$ cat config.mk
export PLATFORM = sky130hd
export DESIGN_NAME = spi_device
export DESIGN_NICKNAME = d
export VERILOG_FILES = /design/src/rtl/spi_device.sv
export SDC_FILE = /design/constraint.sdc
export NUM_CORES = 1
export LEC_CHECK = 0
export CAP_MARGIN = 40
export CELL_PAD_IN_SITES_DETAIL_PLACEMENT = 1
export CELL_PAD_IN_SITES_GLOBAL_PLACEMENT = 1
export CORE_ASPECT_RATIO = 0.7
export CORE_MARGIN = 2
export CORE_UTILIZATION = 28
export CTS_CLUSTER_SIZE = 20
export DETAILED_ROUTE_END_ITERATION = 7
export PLACE_DENSITY = 0.61
export SYNTH_ARGS = -nofsm -noshare
export SYNTH_HDL_FRONTEND = slang
export SYNTH_SLANG_ARGS = --single-unit
$ cat constraint.sdc
create_clock -name clk_i -period 2.1 [get_ports clk_i]
set_input_delay 0.42 -clock clk_i [delete_from_list [all_inputs] [get_ports clk_i]]
set_output_delay 0.42 -clock clk_i [all_outputs]
set_load 0.03 [all_outputs]
$ cat src/rtl/spi_device.sv
// SPI target: byte-wide tx/rx with all SPI inputs resynchronised into clk_i.
// The SPI clock is oversampled, so clk_i must run at 8x SCK or faster.
module spi_device #(
  parameter logic CPOL = 1'b0,
  parameter logic CPHA = 1'b0
) (
  input  logic       clk_i,
  input  logic       rst_ni,
  input  logic       sck_i,
  input  logic       cs_ni,
  input  logic       sdi_i,
  output logic       sdo_o,
  output logic       sdo_en_o,
  input  logic [7:0] tx_data_i,
  input  logic       tx_valid_i,
  output logic       tx_ready_o,
  output logic       tx_underrun_o,
  output logic [7:0] rx_data_o,
  output logic       rx_valid_o
);

  typedef enum logic {IDLE, ACTIVE} state_e;

  state_e      state;
  logic [1:0]  sck_sync, cs_sync, sdi_sync;
  logic        sck_d;
  logic [2:0]  bit_cnt;
  logic [7:0]  rx_sr, tx_sr;
  logic        first_shift;

  logic        sck_s, cs_s, sdi_s;
  logic        lead_edge, trail_edge, sample_edge, shift_edge, load_now;
  logic [7:0]  tx_load_val;

  assign sck_s = sck_sync[1];
  assign cs_s  = cs_sync[1];
  assign sdi_s = sdi_sync[1];

  assign lead_edge   = (sck_d == CPOL) && (sck_s != CPOL);
  assign trail_edge  = (sck_d != CPOL) && (sck_s == CPOL);
  assign sample_edge = CPHA ? trail_edge : lead_edge;
  assign shift_edge  = CPHA ? lead_edge  : trail_edge;

  // In CPHA=0 the byte is loaded on selection, so the very first shift edge
  // must never reload even if a stray trailing edge arrives before any sample.
  assign load_now    = shift_edge && (bit_cnt == 3'd0) && !(!CPHA && first_shift);
  assign tx_load_val = tx_valid_i ? tx_data_i : 8'hFF;

  assign sdo_o = sdo_en_o ? tx_sr[7] : 1'b1;

  always_ff @(posedge clk_i) begin
    if (!rst_ni) begin
      sck_sync      <= {2{CPOL}};
      cs_sync       <= 2'b11;
      sdi_sync      <= 2'b11;
      sck_d         <= CPOL;
      state         <= IDLE;
      bit_cnt       <= 3'd0;
      rx_sr         <= 8'h00;
      tx_sr         <= 8'h00;
      first_shift   <= 1'b0;
      sdo_en_o      <= 1'b0;
      tx_ready_o    <= 1'b0;
      tx_underrun_o <= 1'b0;
      rx_data_o     <= 8'h00;
      rx_valid_o    <= 1'b0;
    end else begin
      sck_sync      <= {sck_sync[0], sck_i};
      cs_sync       <= {cs_sync[0], cs_ni};
      sdi_sync      <= {sdi_sync[0], sdi_i};
      sck_d         <= sck_s;
      tx_ready_o    <= 1'b0;
      tx_underrun_o <= 1'b0;
      rx_valid_o    <= 1'b0;

      case (state)
        IDLE: begin
          if (!cs_s) begin
            state       <= ACTIVE;
            sdo_en_o    <= 1'b1;
            bit_cnt     <= 3'd0;
            rx_sr       <= 8'h00;
            first_shift <= 1'b1;
            if (!CPHA) begin
              tx_sr         <= tx_load_val;
              tx_ready_o    <= tx_valid_i;
              tx_underrun_o <= !tx_valid_i;
            end
          end
        end
        ACTIVE: begin
          // Deselect wins over any edge seen in the same cycle; partial byte dropped.
          if (cs_s) begin
            state       <= IDLE;
            sdo_en_o    <= 1'b0;
            bit_cnt     <= 3'd0;
            rx_sr       <= 8'h00;
            tx_sr       <= 8'hFF;
            first_shift <= 1'b0;
          end else begin
            if (sample_edge) begin
              rx_sr   <= {rx_sr[6:0], sdi_s};
              bit_cnt <= bit_cnt + 3'd1;
              if (bit_cnt == 3'd7) begin
                rx_data_o  <= {rx_sr[6:0], sdi_s};
                rx_valid_o <= 1'b1;
              end
            end
            if (shift_edge) begin
              first_shift <= 1'b0;
              if (load_now) begin
                tx_sr         <= tx_load_val;
                tx_ready_o    <= tx_valid_i;
                tx_underrun_o <= !tx_valid_i;
              end else begin
                tx_sr <= {tx_sr[6:0], 1'b1};
              end
            end
          end
        end
      endcase
    end
  end

endmodule

After elaboration in Yosys (flattened, before gate mapping)
Index checks and enable logic that the tools add are counted.
- add/sub/neg operators: 1
- equal/unequal tests: 5
- muxes and demuxes: 33
- bitwise operators: 6
- reductions and logical operators: 12
- operators with widths (cell ; number):
    $mux 8 ; 5
    $mux 7 ; 3
    $pmux 8 s2 ; 1
    $mux 1 ; 15
    $pmux 7 s2 ; 1
    $mux 3 ; 3
    $pmux 1 s2 ; 4
    $ne 3x1->1 const B ; 2
    $not 1->1 ; 6
    $pmux 3 s2 ; 1
    $reduce_and 2->1 ; 3
    $logic_and 1x1->1 ; 4
    $reduce_and 4->1 ; 1
    $reduce_or 4->1 ; 1
    $add 3x1->3 const B ; 1
    $eq 3x3->1 const B ; 1
    $logic_not 3->1 ; 1
    $logic_not 1->1 ; 2
    $ne 2x1->1 const B ; 1
    $ne 2x2->1 const B ; 1
- bits in registers: 39
- input port bits: 14
- output and inout port bits: 13
- word-level logic and storage cells: 71

Depth between registers and ports, before layout
Gate-level depths: netlist of run 1.
- word-level depth: 8
- depth in mapped cells: 7
- mapped depth without buffers: 6

Worst setup path before layout of run 1
OpenSTA, ideal clock, no wires.
- kind: reg2reg
- from: reg state
- to: reg tx_sr[1]
- library setup time: 0.119 ns
- arrival time: 1.408 ns
- required time: 1.981 ns
- slack: 0.573 ns
- cell stages (with the launch flop): 6
- path buffers: 0
- cells stage by stage: dfxtp_1 -> inv_2 -> ha_1 -> a21oi_4 -> o311ai_4 -> o221a_1
- cells in the longest elaborated chain, start to end: 3
- elaborated cells on any way between the ends: 5
- classes of those cells: eq/ne (2); mux (1); bitwise (1); reduce/logical (1)
- ends and longest elaborated chain (item ; line ; text):
    from (decl) ; 24 ; state_e state;
    from (signal assigned) ; 57 ; state <= IDLE;
    from (signal assigned) ; 79 ; state <= ACTIVE;
    from (signal assigned) ; 94 ; state <= IDLE;
    $not 1->1 ; n/a ;
    $ne 2x2->1 (no line) ; n/a ;
    $reduce_and 2->1 (no line) ; n/a ;
    to (signal assigned) ; 85 ; tx_sr <= tx_load_val;
    to (signal assigned) ; 112 ; tx_sr <= tx_load_val;
    to (signal assigned) ; 116 ; tx_sr <= {tx_sr[6:0], 1'b1};
    to (decl) ; 28 ; logic [7:0] rx_sr, tx_sr;
Parallel ways exist; a longest one is shown, timed or not.
A chain may end at the register's enable or synchronous reset.

Worst setup path in the final report of run 1
- from: reg tx_sr[7]
- to: out sdo_o
- cells in the longest elaborated chain, start to end: 1
- ends and longest elaborated chain (item ; line ; text):
    $mux 1 ; 49 ; assign sdo_o = sdo_en_o ? tx_sr[7] : 1'b1;
    to (decl) ; 12 ; output logic sdo_o,
Every way passes these cells.

==> results of run 1 <==
==> cell type report <==
class	instances	share of cell area, %
multi-input cells	108	38.1
clock buffers	7	3.76
flip-flops and latches	39	38.4
repair buffers	29	13.9
clock inverters	1	0.246
well taps	75	4.62
inverters	5	0.924
==> cell usage in the layout, fill, tap and decap left out, types with 2 or more instances in the layout <==
cell type / count
clkbuf_8: 5
and3_1: 2
o21a_1: 6
clkbuf_1: 2
a21boi_1: 13
clkdlybuf4s50_1: 26
nand3_1: 10
dfxtp_1: 39
inv_1: 4
buf_4: 3
nand2b_1: 7
and2_1: 3
ha_1: 5
o221a_1: 7
nand2_1: 31
o211a_1: 2
a21boi_0: 5
==> flip-flops by register name (all words and copies together) (netlist names) <==
register / count
sdo_en_o: 1
tx_ready_o: 1
rx_sr: 7
tx_underrun_o: 1
cs_sync: 2
rx_data_o: 8
state: 1
rx_valid_o: 1
sdi_sync: 2
tx_sr: 8
sck_sync: 2
first_shift: 1
bit_cnt: 3
sck_d: 1
==> kinds of logic after synthesis <==
logic type / Yosys count / share of synthesized area, %
simple gates: 61 / 19.3
flops: 39 / 48.1
compound gates: 41 / 24.0
buf+inv: 13 / 4.09
mux: 1 / 0.617
fa+ha+maj: 5 / 3.86
==> final timing paths <==
kind,cells past startpoint,startpoint,to,slack (ns)
worst max-delay path,2,tx_sr[7],sdo_o,0.30
worst min-delay path,1,sdi_sync[0],sdi_sync[1],0.41
worst max register to register,5,state,tx_sr[7],0.33
worst min register to register,1,sdi_sync[0],sdi_sync[1],0.41
==> where the power goes <==
part,internal (mW),leakage (nW),switching (mW),total (mW)
Combinational,0.0648,0.373,0.0586,0.123
Sequential,0.761,0.318,0.0155,0.776
Clock,0.233,0.0422,0.249,0.482
==> metal layers <==
| metal | global-route usage, % | share of wire [%] | up-vias |
|---|---|---|---|
| met5 | 0 | 0 | - |
| met4 | 6.52 | 2.2 | 0 |
| met3 | 3.35 | 2.5 | 9 |
| met2 | 21.3 | 44 | 27 |
| met1 | 17.3 | 51 | 589 |
| li1 | - | - | 610 |
==> flow_metrics.py, run 1 <==
metrics = {
    "outcome": {
        "status": "finished clean",
    },
    "sta": {
        "period_needed_ns": 1.80,
        "setup_tns_ns": 0,
        "tightest_slew_ns": 0.455,
        "skew_ns": 0.00819,
        "finalHoldViolCount": 0,
        "maxSlewViolCount": 0,
        "fin_hold_ws_ns": 0.411,
        "max_slew_margin_pct": 69.7,
        "max_freq_mhz": 556,
        "finalCritPeriodShare_pct": 85.6,
        "fin_ws_ns": 0.302,
        "finalSetupViolations": 0,
        "rsz0062_at_grt": "false",
    },
    "yosys": {
        "ys_warn_count": 0,
        "ys_ff_latch": 39,
        "synth_cell_type_count": 36,
        "ys_async_sr_fraction_pct": 0,
        "synth_nets": 179,
        "syn_avg_cell_area_um2": 10.1,
        "syn-cell-area_um2": 1620,
        "synth-edff-count": 0,
        "yosysTopAreaCellShare_pct": 48.1,
        "synth_common_cells": "39 x dfxtp_1, 31 x nand2_1, 13 x a21boi_1",
        "seq_area_frac_synth_pct": 48.1,
        "yosysTopAreaCell": "dfxtp_1",
        "syn-instance-count": 160,
        "synthFlopType": "dfxtp_1",
        "ys_top_cells_by_area": "dfxtp_1 48%, nand2_1 7.2%, a21boi_1 6.0%",
        "post-synth-top-count-cell": "dfxtp_1",
    },
    "die": {
        "die_x_um": 95.0,
        "die_y_um": 67.7,
        "coreArea_um2": 5670,
        "initial_core_util_pct": 28.6,
        "num_io_pins": 27,
        "dieArea_um2": 6430,
        "rows": 23,
    },
    "finish": {
        "fin_util_pct": 35.8,
        "seq_area_um2": 781,
        "drive_above_1_share_pct": 11.1,
        "syn_to_final_growth_pct": 25.3,
        "nFillCells": 648,
        "multi_input_area_um2": 774,
        "fin_cells": 264,
        "fin_nets": 207,
        "diodes": 0,
        "final_area_um2": 2030,
    },
    "worst_setup_path": {
        "crit_buf_inv": 1,
        "cp_cell_sequence": "nand2b_1 -> clkdlybuf4s50_1",
        "crit_type": "flop to output port",
        "crit_slowest_cell": "clkdlybuf4s50_1",
        "crit_path_start_kind": "flop",
        "cp_max_fo": 2,
        "worst_path_largest_cell_delay_ns": 0.67,
        "arrival_ns": 1.38,
        "crit_family": "buffers and inverters",
        "critPathRequiredTime_ns": 1.68,
        "endpoint_kind": "output port",
    },
    "clock_network": {
        "numCtsBuffers": 5,
        "ctsHtreeMaxLevel": 2,
        "clk_pin_slew_ns": 0.07,
        "cts_tree": "yes",
        "clock_latency_ns": 0.29,
        "cts.sinks": 39,
        "cts-root-buf": "clkbuf_8",
        "cts_buffer_depth": 2,
        "cts_hold_buf": 0,
        "cts-resized-gates": 0,
        "postCtsSetupBuffers": 0,
    },
    "power": {
        "vdd_ir_drop_max_uv": 188,
        "leakagePower_nw": 0.732,
        "p_per_area_nw_per_um2": 680,
        "total_power_mw": 1.38,
    },
    "drt": {
        "finalWirelength_mm": 3.78,
        "drt_iter0_drc": 27,
        "viasPerCell": 4.68,
        "post_drt_wl_per_cell_um": 14.3,
        "drc": 0,
        "detail-route-antenna-nets": 0,
        "dr.pass1.iters": 4,
        "vias": 1235,
    },
    "job": {
        "maxCapViolations": 0,
    },
    "place": {
        "port-buffer-count": 26,
        "pre_cts_ws_ns": 0.364,
        "place_area_um2": 1950,
        "dp_hpwl_mm": 2.79,
        "dp_cells": 256,
        "place_congestion": 0.689,
    },
    "global_route": {
        "grt_usage_pct": 13.5,
        "grt_pass1_wl_mm": 6.42,
        "globalRoute.totalOverflow": 0,
        "grt_pass1_vias": 1335,
        "antenna_found_initial": 0,
        "grt_start_max_net_pins": 22,
    },
    "worst_hold_path": {
        "hold_class": "flop to flop",
    },
}
Note: power is estimated with default switching activity, not from simulation.
==> run 2, diff against run 1 <==
--- a/config.mk
+++ b/config.mk
@@ -9,11 +9,10 @@
 export CELL_PAD_IN_SITES_DETAIL_PLACEMENT = 1
 export CELL_PAD_IN_SITES_GLOBAL_PLACEMENT = 1
 export CORE_ASPECT_RATIO = 0.7
-export CORE_MARGIN = 2
 export CORE_UTILIZATION = 28
 export CTS_CLUSTER_SIZE = 20
 export DETAILED_ROUTE_END_ITERATION = 7
-export PLACE_DENSITY = 0.61
+export PLACE_DENSITY = 0.63
 export SYNTH_ARGS = -nofsm -noshare
 export SYNTH_HDL_FRONTEND = slang
 export SYNTH_SLANG_ARGS = --single-unit
==> constraint.sdc (replaced) <==
create_clock -name clk_i -period 1.6 [get_ports clk_i]
set_input_delay 0.32 -clock clk_i [delete_from_list [all_inputs] [get_ports clk_i]]
set_output_delay 0.32 -clock clk_i [all_outputs]
set_load 0.03 [all_outputs]
==> run 2 against run 1 <==
Compared with the run above: critical path depth increased by 3; routed wire length decreased by 7.0%; clock-buffer cell count decreased by 1; non-clock buffer count increased by 8; cell count increased by 1.9%; clock power increased by 77%; critical endpoint is now tx_sr[1]; highest routed layer unchanged.
==> flow_metrics.py, run 2 (synthesis results as in run 1) <==
metrics = {
    "outcome": {
        "status": "finished clean",
    },
    "worst_setup_path": {
        "cp_cell_sequence": "inv_1 -> ha_2 -> a21oi_4 -> o311ai_4 -> o221a_1",
        "worst_path_largest_cell_delay_ns": 0.36,
        "r2r_slack_ns": 0.08,
        "crit_buf_inv": 1,
        "arrival_ns": 1.70,
        "endpoint_kind": "flop",
        "reg2reg_from": "cs_sync[1]",
        "crit_path_start": "cs_sync[1]",
        "crit_path_start_kind": "flop",
        "crit_type": "flop to flop",
        "critical_path.reg2reg.endpoint": "tx_sr[1]",
        "cp_max_fo": 6,
        "critPathRequiredTime_ns": 1.78,
        "reg2reg_depth": 5,
        "crit_slowest_cell": "dfxtp_2",
        "crit_family": "compound AO/OA/AOI/OAI gates",
    },
    "clock_network": {
        "cts.sinks": 39,
        "clock_latency_ns": 0.29,
        "cts_buffer_depth": 2,
        "numCtsBuffers": 5,
        "cts_tree": "yes",
        "clk_pin_slew_ns": 0.08,
        "ctsHtreeMaxLevel": 2,
        "cts-root-buf": "clkbuf_8",
    },
    "die": {
        "die_y_um": 65.7,
        "coreArea_um2": 5400,
        "initial_core_util_pct": 30.1,
        "num_io_pins": 27,
        "dieArea_um2": 6100,
        "rows": 22,
        "die_x_um": 93.0,
    },
    "sta": {
        "finalCritPeriodShare_pct": 95.1,
        "skew_ns": 0.00505,
        "maxSlewViolCount": 0,
        "tightest_slew_ns": 0.390,
        "max_slew_margin_pct": 73.9,
        "finalSetupViolations": 0,
        "period_needed_ns": 1.52,
        "max_freq_mhz": 657,
        "finalHoldViolCount": 0,
        "fin_ws_ns": 0.0790,
    },
    "place": {
        "place_area_um2": 1990,
        "dp_hpwl_mm": 2.69,
        "place_congestion": 0.702,
        "pre_cts_ws_ns": -0.0103,
        "port-buffer-count": 26,
    },
    "global_route": {
        "grt_pass1_vias": 1316,
        "antenna_found_initial": 0,
        "grt_start_max_net_pins": 21,
        "grt_usage_pct": 13.0,
        "grt_pass1_wl_mm": 6.09,
        "globalRoute.totalOverflow": 0,
    },
    "drt": {
        "post_drt_wl_per_cell_um": 13.1,
        "finalWirelength_mm": 3.52,
        "dr.pass1.iters": 4,
        "viasPerCell": 4.58,
        "drt_iter0_drc": 27,
        "drc": 0,
        "vias": 1232,
        "detail-route-antenna-nets": 0,
    },
    "job": {
        "maxCapViolations": 0,
    },
    "finish": {
        "final_cell_mix": "37 x dfxtp_1, 30 x nand2_1, 13 x a21boi_1, 13 x clkdlybuf4s50_1, 11 x buf_4",
        "nFillCells": 630,
        "final_common_cell": "dfxtp_1",
        "multi_input_area_um2": 797,
        "reg_top3": "rx_data_o x8, tx_sr x8, rx_sr x7",
        "diodes": 0,
        "seq_area_um2": 783,
        "fin_nets": 215,
        "drive_above_1_share_pct": 18.8,
        "syn_to_final_growth_pct": 32.3,
        "final_area_um2": 2140,
        "fin_util_pct": 39.7,
    },
    "power": {
        "leakagePower_nw": 0.903,
        "p_per_area_nw_per_um2": 949,
        "vdd_ir_drop_max_uv": 497,
    },
    "worst_hold_path": {
        "hold_path_startpoint": "sdi_sync[0]",
        "hold_depth": 1,
        "hold_class": "flop to flop",
        "worstHoldEndpoint": "sdi_sync[1]",
    },
}
[run 2: through the flow]
step / total power [mW] / hold slack (ns) / std cells / setup TNS [ns]
6_report: 2.04 / 0.428 / 269 / 0
5_1_grt: 2.12 / 0.476 / 269 / -0.00735
4_1_cts: 2.05 / 0.429 / 267 / 0
3_5_place_dp: 1.21 / 0.407 / 259 / -0.0212
3_3_place_gp: 1.20 / 0.392 / 259 / 0
2_1_floorplan: 1.13 / 0.386 / 160 / 0
[run 2: layout make-up]
| class | count | area share (%) |
|---|---|---|
| multi-input combinational | 108 | 37.2 |
| sequential | 39 | 36.5 |
| timing repair buffer | 37 | 15.8 |
| tap | 72 | 4.20 |
| clock buffer | 6 | 3.85 |
| clock inverter | 2 | 1.63 |
| inverter | 5 | 0.875 |
[run 2: per-layer routing]
metal	part of all wire, %	routed length [µm]	track usage [%]	up-vias
met3	3.1	108	3.13	7
met1	50	1770	16.0	587
met2	45	1590	21.5	16
li1	-	-	-	622
met4	1.7	59	5.77	0
met5	0	0	0	-
[run 2: worst max path at each step]
stage / endpoint / cells after the start
6_report: tx_sr[1] / 5
5_1_grt: rx_data_o[3] / 6
4_1_cts: tx_underrun_o / 1
3_5_place_dp: tx_sr[1] / 6
3_3_place_gp: tx_sr[0] / 6
2_1_floorplan: tx_sr[1] / 5
[run 2: where the power goes]
part	switching [mW]	internal, mW	total [mW]
registers	0.0158	0.998	1.01
clock network	0.346	0.505	0.851
logic	0.0775	0.0935	0.171
total	0.439	1.60	2.04
[run 2: what timing repair did]
| action | CTS | global route |
|---|---|---|
| setup buffers | 0 | 2 |
| cloned | 0 | 0 |
| setup endpoints to repair | 17 | 19 |
| hold buffers | 0 | 0 |
| resized for setup | 10 | 12 |
| pin swaps | 2 | 3 |
==> run 3, diff against run 2 <==
--- a/config.mk
+++ b/config.mk
@@ -5,14 +5,16 @@
 export SDC_FILE = /design/constraint.sdc
 export NUM_CORES = 1
 export LEC_CHECK = 0
+export ABC_CLOCK_PERIOD_IN_PS = 1600
 export CAP_MARGIN = 40
 export CELL_PAD_IN_SITES_DETAIL_PLACEMENT = 1
 export CELL_PAD_IN_SITES_GLOBAL_PLACEMENT = 1
 export CORE_ASPECT_RATIO = 0.7
-export CORE_UTILIZATION = 28
+export CORE_UTILIZATION = 36
 export CTS_CLUSTER_SIZE = 20
 export DETAILED_ROUTE_END_ITERATION = 7
-export PLACE_DENSITY = 0.63
+export PLACE_DENSITY = 0.77
+export SKIP_CTS_REPAIR_TIMING = 1
 export SYNTH_ARGS = -nofsm -noshare
 export SYNTH_HDL_FRONTEND = slang
 export SYNTH_SLANG_ARGS = --single-unit
==> run 3 against run 2 <==
Compared with the run above: the run now ends with design-rule violations left; clock power fell by 25%; critical path type unchanged; cell count fell by 7.4%; non-clock buffer count fell by 3.
==> flow_metrics.py, run 3 (synthesis results as in run 1) <==
metrics = {
    "drt": {
        "detail-route-antenna-nets": 0,
        "viasPerCell": 5.00,
        "dr.pass1.iters": 6,
        "post_drt_wl_per_cell_um": 13.5,
        "drt_iter0_drc": 38,
        "finalWirelength_mm": 3.36,
        "vias": 1244,
        "drc": 1,
    },
    "worst_setup_path": {
        "r2r_slack_ns": 0.07,
        "cp-endpoint": "tx_sr[7]",
        "worst_path_largest_cell_delay_ns": 0.34,
        "critPathRequiredTime_ns": 1.78,
        "cp_max_fo": 7,
        "endpoint_kind": "flop",
        "critical_path.reg2reg.endpoint": "tx_sr[7]",
        "critical_path.most_common_cell": "inv_2",
        "crit_path_start_kind": "flop",
        "crit_type": "flop to flop",
        "crit_path_start": "bit_cnt[0]",
        "reg2reg_from": "bit_cnt[0]",
        "cp_cell_sequence": "inv_2 -> ha_1 -> inv_2 -> o41ai_4 -> nand3_2 -> o221a_1",
        "reg2reg_depth": 6,
        "crit_slowest_cell": "dfxtp_2",
        "arrival_ns": 1.71,
    },
    "clock_network": {
        "clock_latency_ns": 0.29,
        "numCtsBuffers": 5,
        "clk_pin_slew_ns": 0.07,
        "cts_buffer_depth": 2,
        "cts_tree": "yes",
        "cts-root-buf": "clkbuf_8",
        "ctsHtreeMaxLevel": 2,
        "cts.sinks": 39,
    },
    "place": {
        "port-buffer-count": 26,
        "place_congestion": 0.765,
        "place_area_um2": 1960,
        "dp_hpwl_mm": 2.50,
    },
    "outcome": {
        "status": "complete, but fails checks",
        "violations": "design-rule violations",
    },
    "sta": {
        "finalHoldViolCount": 0,
        "skew_ns": 0.00568,
        "finalSetupViolations": 0,
        "finalCritPeriodShare_pct": 95.8,
        "period_needed_ns": 1.53,
        "max_slew_margin_pct": 76.5,
        "fin_hold_ws_ns": 0.417,
        "maxSlewViolCount": 0,
        "setup_tns_ns": 0,
        "tightest_slew_ns": 0.352,
        "max_freq_mhz": 652,
    },
    "global_route": {
        "antenna_found_initial": 0,
        "grt_start_max_net_pins": 23,
        "grt_usage_pct": 16.3,
        "globalRoute.totalOverflow": 0,
        "grt_pass1_wl_mm": 5.72,
        "grt_pass1_vias": 1230,
    },
    "finish": {
        "final_cell_mix": "37 x dfxtp_1, 30 x nand2_1, 13 x a21boi_1, 13 x clkdlybuf4s50_1, 13 x dlymetal6s2s_1",
        "final_common_cell": "dfxtp_1",
        "drive_above_1_share_pct": 16.5,
        "fin_util_pct": 48.1,
        "reg_top3": "rx_data_o x8, tx_sr x8, rx_sr x7",
        "fin_nets": 212,
        "final_area_um2": 2080,
        "syn_to_final_growth_pct": 28.5,
        "diodes": 0,
    },
    "die": {
        "rows": 20,
        "coreArea_um2": 4330,
        "dieArea_um2": 4780,
        "num_io_pins": 27,
        "initial_core_util_pct": 37.5,
        "die_y_um": 58.2,
        "die_x_um": 82.2,
    },
    "power": {
        "total_power_mw": 1.81,
        "p_per_area_nw_per_um2": 871,
        "vdd_ir_drop_max_uv": 307,
        "leakagePower_nw": 0.981,
    },
    "worst_hold_path": {
        "hold_class": "flop to flop",
    },
    "job": {
        "maxCapViolations": 0,
    },
}
[run 3: cell types whose count changed in the layout (fill, tap and decap cells not counted), moves of 2 or more]
cell / previous run / this run
dlymetal6s2s_1: 3 / 13
inv_2: 1 / 3
clkbuf_1: 0 / 2
ha_1: 3 / 5
buf_4: 11 / 8
ha_2: 2 / 0
dlygate4sd2_1: 10 / 0
inv_1: 4 / 2
[run 3: metal layers]
layer / vias to the layer above / global-route usage [%] / routed length, µm
li1: 618 / - / -
met1: 602 / 20.8 / 1650
met2: 18 / 25.0 / 1520
met3: 6 / 4.88 / 131
met4: 0 / 8.27 / 51
met5: - / 0 / 0
[run 3: worst min-delay path by stage]
| stage | depth (start not counted) | from | endpoint |
|---|---|---|---|
| 4_1_cts | 1 | sdi_sync[0] | sdi_sync[1] |
| 6_report | 1 | sdi_sync[0] | sdi_sync[1] |
| 3_3_place_gp | 1 | cs_sync[0] | cs_sync[1] |
| 3_5_place_dp | 1 | sdi_sync[0] | sdi_sync[1] |
| 5_1_grt | 1 | sdi_sync[0] | sdi_sync[1] |
| 2_1_floorplan | 1 | cs_sync[0] | cs_sync[1] |
[run 3: layout make-up]
type / instances / area (µm²)
timing repair buffer: 34 / 353
multi-input combinational: 108 / 778
inverter: 5 / 18.8
sequential: 39 / 783
clock buffer: 7 / 76.3
fill: 498 / 2250
tap: 55 / 68.8
clock inverter: 1 / 5.00
[run 3: power by group]
| part | internal, mW | leakage [nW] | switching [mW] |
|---|---|---|---|
| Clock | 0.306 | 0.0422 | 0.331 |
| Sequential | 0.999 | 0.318 | 0.0160 |
| Combinational | 0.0897 | 0.621 | 0.0737 |
| Total | 1.39 | 0.981 | 0.420 |
[run 3: metrics by stage]
| step | cells | setup slack [ns] |
|---|---|---|
| 2_1_floorplan | 160 | 0.0729 |
| 3_3_place_gp | 241 | 0.0912 |
| 3_5_place_dp | 241 | 0.0124 |
| 4_1_cts | 249 | -0.113 |
| 5_1_grt | 249 | -0.000112 |
| 6_report | 249 | 0.0672 |
[run 3: worst max-delay path: cells and delay by family, from the launching register on]
kind            cells  cell delay (ns)
flops               1             0.34
compound gates      2             0.60
fa+ha+maj           1             0.15
buf+inv             2             0.13
simple gates        1             0.20
==> RTL edit 1, RTL diff (config.mk and constraints of run 1) <==
Change the parameter `CPOL` from 1'b0 to 1'b1.
--- a/src/rtl/spi_device.sv
+++ b/src/rtl/spi_device.sv
@@ -1,7 +1,7 @@
 // SPI target: byte-wide tx/rx with all SPI inputs resynchronised into clk_i.
 // The SPI clock is oversampled, so clk_i must run at 8x SCK or faster.
 module spi_device #(
-  parameter logic CPOL = 1'b0,
+  parameter logic CPOL = 1'b1,
   parameter logic CPHA = 1'b0
 ) (
   input  logic       clk_i,
Check against the original RTL: not equivalent (a bounded check fails within 10 cycles, from zero or initial values and one cycle with rst_ni low).
==> RTL edit 1 against run 1 <==
Sequential cell count stayed put; combinational power is 3% lower; setup slack better by 0.020 ns; total power is 0.35% lower; clock skew is 0.00089 ns lower; area after synthesis is 0.93% lower; sequential share of layout area stayed put; non-clock buffer count is 1 higher; sequential power hardly changed; cell area stayed put; wire length is 5.4% lower; synthesized cell count stayed put; global-route usage is 1.1 points lower; critical path type unchanged; critical endpoint unchanged; largest cell class unchanged; highest routed layer unchanged.
==> RTL edit 1: results (changes against run 1) <==
metric	value	unit	change
routed wl met2	1740	um	+3.8%
Synth top cells by count	39 x dfxtp_1, 31 x nand2_1, 18 x a21boi_1		
compound-cell area share of the yosys netlist	24.2	%	+0.22 points
Routed WL per cell	13.5	um	-5.8%
share of cells above drive strength 1	11.1	%	-0.058 points
status	complete, no violations		
NonClk Buf Share	14.3	%	+0.37 points
Worst EP arrival	1.36	ns	-0.02 ns
mux share of post-synthesis cell area	0.623	%	+0.0058 points
Vias	1217		-1.5%
DP Worst Slack	0.401	ns	+0.0368 ns
DRT iter0 DRCs	33		+22%
WL met3	89	um	-5.3%
Detailed Route WL	3580	um	-5.4%
met1 wire length	1710	um	-12%
fraction of area in multi-input gates	37.7	%	-0.37 points
Inst Count DP	257		+0.39%
RePlAce Congestion	0.704		+2.2%
DP HPWL	2690	um	-3.4%
first-pass GRT wire length	5950	um	-7.2%
register area share after synthesis	48.6	%	+0.45 points
Final nets	208		+0.48%
fillers	647		-0.15%
VDD IR max	0.242	mV	+29%
global routing usage on met2	21.2	%	-0.12 points
clock skew	0.00730	ns	-0.000893 ns
worst-margin pin slew	0.461	ns	+0.00623 ns
GRT Total Usage	12.4	%	-1.1 points
==> RTL edit 1: cell types whose count changed after synthesis, moves of 2 or more <==
| cell | change |
|---|---|
| a21boi_0 | -5 |
| a21boi_1 | +5 |
| nand2b_1 | +3 |
| and2_1 | -2 |
==> RTL edit 1: report_power, final <==
group          switching [uW]  total, uW  internal (uW)
clock                     250        483            233
sequential               14.0        774            760
combinational            54.3        119           64.5
==> RTL edit 1: worst max-delay path, cell delays in order (launching register included) <==
cell             delay [ns]
dfxtp_1                0.33
nand2b_1               0.09
clkdlybuf4s50_1        0.66
==> RTL edit 1: path summary, 6_finish.rpt <==
| path | slack (ns) | end | cells past startpoint | start |
|---|---|---|---|---|
| setup reg to reg | 0.38 | rx_sr[0] | 5 | cs_sync[1] |
| hold reg to reg | 0.41 | cs_sync[1] | 1 | cs_sync[0] |
| hold / removal | 0.41 | cs_sync[1] | 1 | cs_sync[0] |
| setup / recovery | 0.32 | sdo_o | 2 | tx_sr[7] |
==> RTL edit 2, RTL diff (config.mk and constraints of run 1) <==
Made on the original files. Reset style: asynchronous (`rst_ni`), changed in one clocked block.
--- a/src/rtl/spi_device.sv
+++ b/src/rtl/spi_device.sv
@@ -48,7 +48,7 @@
 
   assign sdo_o = sdo_en_o ? tx_sr[7] : 1'b1;
 
-  always_ff @(posedge clk_i) begin
+  always_ff @(posedge clk_i or negedge rst_ni) begin
     if (!rst_ni) begin
       sck_sync      <= {2{CPOL}};
       cs_sync       <= 2'b11;
Behaviour: differs if rst_ni is asserted again (counterexample within 4 cycles, from zero or initial values and one cycle with rst_ni low); with rst_ni held inactive, the same outputs for 10 cycles.
==> RTL edit 2 against run 1 <==
Cell count shrank 9.5%; count of clock-buffer cells in the layout is the same; area after synthesis shrank 1.0%; wire length shrank 11%; sequential cell count is the same; cell area grew 1.2%; combinational power grew 35%; setup slack lost 0.13 ns; sequential share of layout area grew 9.3 points; total power grew 11%; utilization grew 0.63 points; worst hold slack lost 0.24 ns; critical path type is now flip-flop to flip-flop.
==> RTL edit 2: results (changes against run 1) <==
metric	value	unit	change
DRT iter0 DRCs	36		+33%
share of cells above drive strength 1	18.9	%	+7.8 points
Reg2Reg Launch Point	cs_sync[1]		
Post-synth ARST share	100	%	+100 points
DR pass1 iterations	4		unchanged
global routing usage on met2	18.1	%	-3.2 points
DP HPWL	2450	um	-12%
Top Registers	rx_data_o: 8 flops, tx_sr: 8 flops, rx_sr: 7 flops		
Detailed Route WL	3380	um	-11%
Net Count, Synth	150		-16%
CTS resizes	0		unchanged
GRT Total Usage	12.1	%	-1.3 points
DP Area	1950	um2	+0.13%
Post CTS Setup Buffer Count	0		unchanged
Clock Latency Late Sink	0.29	ns	about the same
RePlAce Congestion	0.759		+10%
first-pass GRT wire length	5650	um	-12%
GR Util met3	3.24	%	-0.11 points
total CTS buffers	5		unchanged
Worst path slowest cell	dfstp_2		
Final nets	182		-12%
CP top delay family	compound AO/OA/AOI/OAI gates		
Synth top cells by count	35 x dfrtp_1, 17 x o21ai_0, 11 x inv_1		
count of different cell masters after synthesis	30		-17%
Leak	0.000830	uW	+13%
worst-margin pin slew	0.507	ns	+0.0523 ns
Hold Crit Class	input port to asynchronous set/reset pin		
critical-path maximum fanout	13		+11
Vias	1072		-13%
CTS Hold Bufs	0		unchanged
clock skew	0.00875	ns	+0.000557 ns
register area share after synthesis	61.1	%	+13 points
clock-pin slew of the registers on the worst-case setup and hold paths	0.08	ns	
yosys synthesis warning count	0		unchanged
DP Worst Slack	0.183	ns	-0.181 ns
Synth area leaders	dfrtp_1 55%, dfstp_2 6.5%, o21ai_0 5.3%		
hold slack	0.176	ns	-0.235 ns
largest net degree at the start of global routing	40		+82%
GR Util met1	15.9	%	-1.4 points
maximum clock insertion buffer count	2		unchanged
Worst EP arrival	2.10	ns	+0.72 ns
Worst Slack Setup Final	0.175	ns	-0.127 ns
CP max stage delay	0.60	ns	-0.07 ns
status	complete, no violations		
reg2reg path depth	5		unchanged
VDD IR max	0.270	mV	+44%
FF-to-FF End	tx_sr[7]		
# diodes	0		unchanged
vias in the first global route	1155		-13%
antenna violations before repair	0		unchanged
[RTL edit 2: cell types whose count changed after synthesis, moves of 3 or more]
cell,change
o21a_1,-6
o21ai_0,+17
or2_2,+6
dfstp_2,+4
dfxtp_1,-39
nand2_1,-23
mux2_2,+3
a21boi_0,-5
and2_1,-3
a21boi_1,-13
inv_1,+7
dfrtp_1,+35
nand2b_1,-3
[RTL edit 2: stage by stage]
stage          power (uW)  instances
3_5_place_dp          998        231
2_1_floorplan         918        131
6_report             1540        239
3_3_place_gp          989        231
4_1_cts              1560        239
5_1_grt              1620        239
[RTL edit 2: layer usage]
layer | wire [um] | part of all wire [%]
met1 | 1630 | 48
met2 | 1550 | 46
met3 | 116 | 3.4
met4 | 78 | 2.3
met5 | 0 | 0
[RTL edit 2: how the worst max path moves through the flow]
stage / startpoint / endpoint
CTS: cs_sync[1] / tx_sr[7]
detailed placement: cs_sync[1] / tx_sr[7]
finish: cs_sync[1] / tx_sr[7]
floorplan: cs_sync[1] / first_shift
global placement: cs_sync[1] / tx_sr[3]
global route: cs_sync[1] / tx_sr[2]
[RTL edit 2: power by group]
part	switching (uW)	leakage [uW]	internal, uW
Clock	257	0.0000505	299
Combinational	88.8	0.000299	76.9
Sequential	25.3	0.000480	790
Total	371	0.000830	1170
[RTL edit 2: logic make-up after synthesis]
logic type | Yosys count | synth area share [%]
buffers and inverters | 16 | 4.29
AO/OA/AOI/OAI | 29 | 12.7
flip-flops | 39 | 61.1
AND/OR/NAND/NOR | 38 | 15.3
multiplexers | 4 | 2.73
adder cells (fa/ha/maj) | 5 | 3.90
[RTL edit 2: layout make-up]
type	count	area, um2
fill	632	3580
sequential	39	981
multi-input combinational	76	556
timing repair buffer	29	278
clock buffer	7	96.3
tap	75	93.8
inverter	12	45.0
clock inverter	1	7.51
